$ cat src/rtl/espectro_seq.sv
// Serial pattern sequencer: plays a shadow-loaded bit pattern MSB-first on `sound`,
// one bit per 2*(fr+1) clk50 cycles, looping or one-shot.
module espectro_seq #(
  parameter int PAT_W = 49,
  parameter int DIV_W = 32,
  parameter logic [PAT_W-1:0] PAT_INIT = 49'b0101101111111111111101101010010000000000000100010
) (
  input  logic                     clk50,
  input  logic                     rst,
  input  logic                     enable,
  input  logic [DIV_W-1:0]         fr,
  input  logic [PAT_W-1:0]         pat_in,
  input  logic                     load,
  input  logic                     mode,
  input  logic                     start,
  input  logic                     stop,
  output logic                     sound,
  output logic                     busy,
  output logic                     done,
  output logic [$clog2(PAT_W)-1:0] bit_idx
);

  localparam int IDX_W = $clog2(PAT_W);
  localparam logic [IDX_W-1:0] IDX_MAX = IDX_W'(PAT_W - 1);

  typedef enum logic {IDLE, RUN} state_t;

  state_t           state, state_nxt;
  logic [PAT_W-1:0] active_pat, shadow_pat, shadow_nxt;
  logic [DIV_W-1:0] div_cnt;
  logic             phase;
  logic             mode_l;
  logic             div_hit, step, last_bit, go, finish;

  always_comb begin
    state_nxt  = state;
    div_hit    = (div_cnt >= fr);
    step       = (state == RUN) && enable && div_hit && phase;
    last_bit   = (bit_idx == '0);
    go         = (state == IDLE) && start && !stop;
    finish     = step && last_bit && mode_l;
    // A load in the same cycle as start/wrap must be what gets played.
    shadow_nxt = load ? pat_in : shadow_pat;
    case (state)
      IDLE:    if (go) state_nxt = RUN;
      RUN:     if (stop || finish) state_nxt = IDLE;
      default: state_nxt = IDLE;
    endcase
  end

  always_ff @(posedge clk50) begin
    if (rst) state <= IDLE;
    else     state <= state_nxt;
  end

  always_ff @(posedge clk50) begin
    if (rst) begin
      shadow_pat <= PAT_INIT;
      active_pat <= PAT_INIT;
      bit_idx    <= IDX_MAX;
      div_cnt    <= '0;
      phase      <= 1'b0;
      mode_l     <= 1'b0;
      sound      <= 1'b0;
      done       <= 1'b0;
    end else begin
      shadow_pat <= shadow_nxt;
      sound      <= ((state == RUN) && enable) ? active_pat[bit_idx] : 1'b0;
      done       <= finish;
      if (go) begin
        active_pat <= shadow_nxt;
        bit_idx    <= IDX_MAX;
        div_cnt    <= '0;
        phase      <= 1'b0;
        mode_l     <= mode;
      end else if (state == RUN) begin
        if (stop) begin
          bit_idx <= IDX_MAX;
          div_cnt <= '0;
          phase   <= 1'b0;
        end else if (enable) begin
          // Second half-period terminal count is the bit step.
          if (div_hit) begin
            div_cnt <= '0;
            phase   <= ~phase;
            if (phase) begin
              if (last_bit) begin
                bit_idx <= IDX_MAX;
                if (!mode_l) active_pat <= shadow_nxt;
              end else begin
                bit_idx <= bit_idx - 1'b1;
              end
            end
          end else begin
            div_cnt <= div_cnt + 1'b1;
          end
        end
      end
    end
  end

  assign busy = (state == RUN);

endmodule

$ cat config.mk
export PLATFORM = sky130hd
export DESIGN_NAME = espectro_seq
export DESIGN_NICKNAME = d
export VERILOG_FILES = /design/src/rtl/espectro_seq.sv
export SDC_FILE = /design/constraint.sdc
export NUM_CORES = 1
export LEC_CHECK = 0
export BUFFER_PORTS_ARGS = -buffer_cell sky130_fd_sc_hd__buf_2
export CAP_MARGIN = 20
export CORE_MARGIN = 3
export CORE_UTILIZATION = 35
export CTS_CLUSTER_SIZE = 40
export DETAILED_ROUTE_END_ITERATION = 6
export SLEW_MARGIN = 25
export SYNTH_ARGS = -nofsm -noshare
export SYNTH_HDL_FRONTEND = slang
export SYNTH_SLANG_ARGS = --single-unit
$ cat constraint.sdc
create_clock -name clk50 -period 3.3 [get_ports clk50]
set_input_delay 0.66 -clock clk50 [delete_from_list [all_inputs] [get_ports clk50]]
set_output_delay 0.66 -clock clk50 [all_outputs]
set_load 0.01 [all_outputs]
==> reports/results.ini <==
[layout]
area_growth_syn_to_layout_pct=20.5
drive_above_1_share=0.203
finalInstanceArea_mm2=0.00781
fin_nets=883
antenna_cells=0

[place]
gp_congestion=0.789
place_hpwl_um=10200
place_area_mm2=0.00725
portBuffers=96

[routing]
ant_nets=0
wl_per_cell_um=14.5
drt-vias-per-instance=4.82
drt_iter0_markers=236
drc=0
routed_wl_um=14500
drt_pass1_iterations=5
num_vias=4831

[power_and_ir_drop]
share_comb_of_total_power=0.086
power_w=0.00398
power_switching_w=0.000969
p_clk_frac=0.459
p_seq_frac=0.455
p_int_w=0.00301
sw_frac_of_total=0.243
p_per_area_mw_per_mm2=510
vdd_ir_drop_max_mv=0.370
p_leak_nw=3.34

[setup_path]
critPathKind=reg2reg
r2r_slack_ns=0.42
reg2reg_depth=4
cp.required_ns=3.61
setup.worst_path.start=bit_idx[0]$_SDFFE_PP0P_
end_kind=flip-flop
crit_path_max_fanout=16
cp.arrival_ns=3.19
cp-endpoint=sound$_SDFF_PP0_
crit_path_start_kind=flip-flop
reg2reg_from=bit_idx[0]$_SDFFE_PP0P_
worstReg2RegEnd=sound$_SDFF_PP0_

[sta]
min_period_ns=2.88
whs_ns=0.458
tightest_slew_ns=0.890
finalHoldViolations=0
fmax_mhz=348
rsz0062_at_grt=false
finClkSkew_ns=0.0339
final_min_period_over_clock_period=0.871
slew_violations=0
setup_tns_ns=0
final-setup-viol-count=0
slew-limit-headroom=0.406

[outcome]
run_status=finished, final reports clean

[synth]
ys_async_sr_fraction=0
synth-edff-count=0
ys_warn_count=0
synthCells=664
ys_types=49
ys.flop_type=dfxtp_1
synthesis.area_mm2=0.00648
synth.net_count=787
synth-seq-cells=141
syn_area_per_cell_um2=9.76
yosysSeqAreaShare=0.436

[floorplanning]
die_w_um=142
start_util=0.358
coreArea_mm2=0.0181
dieArea_mm2=0.0202
ios=97
fp-row-count=49
die_y_um=142

[clock_network]
ctsHoldBuffers=0
post_cts_resize_count=0
clkSlewWorstSetupHoldPaths_ns=0.06
clock_path_buffers=2
cts_setup_buffers=0
cts_tree=done
cts_root_buf=clkbuf_16
cts_made_buffers=17
cts-htree-levels=4
clkLatencyLatePin_ns=0.44
clock_sinks=141

[grt]
antenna_found_initial=0
grt_pass1_wl_um=23300
grt_pass1_vias=4581
grt_max_degree=74
grt_use_total=0.145
gr-total-overflow=0

[hold_path]
min_path_type=in2reg

[job]
drv_cap=0

state kept, by name, indices dropped and copies added (netlist names):
signal	count
active_pat	49
shadow_pat	49
div_cnt	32
bit_idx	6
busy	1
done	1
mode_l	1
phase	1
sound	1
metal layers:
metal  track usage  wire (um)  vias to the layer above
met1         0.197       7210                     2188
met2         0.229       6650                       89
met4        0.0348         67                        0
met3        0.0393        573                        6
li1              -          -                     2548
met5             0          0                        -
cells in the final DEF, fill, tap and decap left out, types with 4 or more instances in the layout:
cell,netlist,final
or2_2,4,4
o21ai_0,11,10
mux4_2,7,7
buf_2,8,96
nand4_1,12,12
a31oi_1,4,4
buf_4,1,12
xor2_1,14,14
mux2i_1,26,26
a21oi_1,22,22
dfxtp_1,141,141
nand3_1,15,15
and3_1,6,6
nor2_1,74,74
mux4_1,9,9
inv_1,62,62
o21a_1,4,4
xnor2_1,16,16
clkbuf_16,0,17
and4_1,4,4
nor2b_1,27,27
nor3_1,11,11
a22o_1,26,26
a2bb2oi_1,24,24
ha_1,35,35
nand2_1,26,26
inv_6,0,5
a211oi_1,24,24
final cells by class:
cell class / instances / area, um2
inverters: 62 / 233
clock inverters: 11 / 108
fillers: 1760 / 10300
repair buffers: 111 / 631
clock buffers: 21 / 450
flip-flops and latches: 141 / 2820
multi-input cells: 427 / 3280
well taps: 229 / 287
through the flow:
step                std cells  setup WS [ns]   util
global route             1002          0.293  0.432
global placement          970        0.00162  0.400
CTS                      1002          0.377  0.432
floorplan                 664          0.539      -
finish                   1002          0.425  0.432
detailed placement        970          0.103  0.401
power groups by stage:
stage                     logic, W  registers, W  clock network, W
after global placement    0.000341       0.00185                 0
final                     0.000341       0.00181           0.00183
after detailed placement  0.000343       0.00185                 0
after global routing      0.000380       0.00182           0.00195
after floorplan           0.000222       0.00184                 0
after CTS                 0.000345       0.00181           0.00187
kinds of logic after synthesis:
group           share of synthesized area
fa+ha+maj                          0.0676
flops                               0.436
compound gates                      0.153
xor+xnor                           0.0405
simple gates                        0.141
buf+inv                            0.0606
mux                                 0.101
cells in the mapped netlist (all sizes together), types with 12 or more instances:
cell	number	area, um2
mux4	16	394
nand4	12	75.1
a21oi	24	128
a22o	26	228
clkbuf	21	78.8
nand3	15	75.1
inv	62	233
mux2i	26	260
nand2	26	97.6
a2bb2oi	24	210
xor2	14	123
a211oi	24	180
buf	13	81.3
nor2b	27	169
ha	35	438
xnor2	16	140
nor2	74	278
dfxtp	141	2820
worst min path at each step:
| stage | startpoint | cells past startpoint | slack (ns) | endpoint |
|---|---|---|---|---|
| 5_1_grt | pat_in[41] | 3 | 0.46 | shadow_pat[41]$_SDFF_PP1_ |
| 3_3_place_gp | active_pat[2]$_SDFFE_PP0P_ | 1 | 0.45 | active_pat[2]$_SDFFE_PP0P_ |
| 4_1_cts | pat_in[36] | 3 | 0.45 | shadow_pat[36]$_SDFF_PP1_ |
| 6_report | pat_in[44] | 3 | 0.46 | shadow_pat[44]$_SDFF_PP1_ |
| 2_1_floorplan | active_pat[43]$_SDFFE_PP0P_ | 1 | 0.43 | active_pat[43]$_SDFFE_PP0P_ |
| 3_5_place_dp | active_pat[2]$_SDFFE_PP0P_ | 1 | 0.46 | active_pat[2]$_SDFFE_PP0P_ |
critical path, stage by stage, from the launching register on:
cell and delay [ns]:
dfxtp_1 0.90, mux4_1 0.69, mux4_2 0.49, mux4_2 0.46, and4b_1 0.21
(Power assumes the default switching activity.)
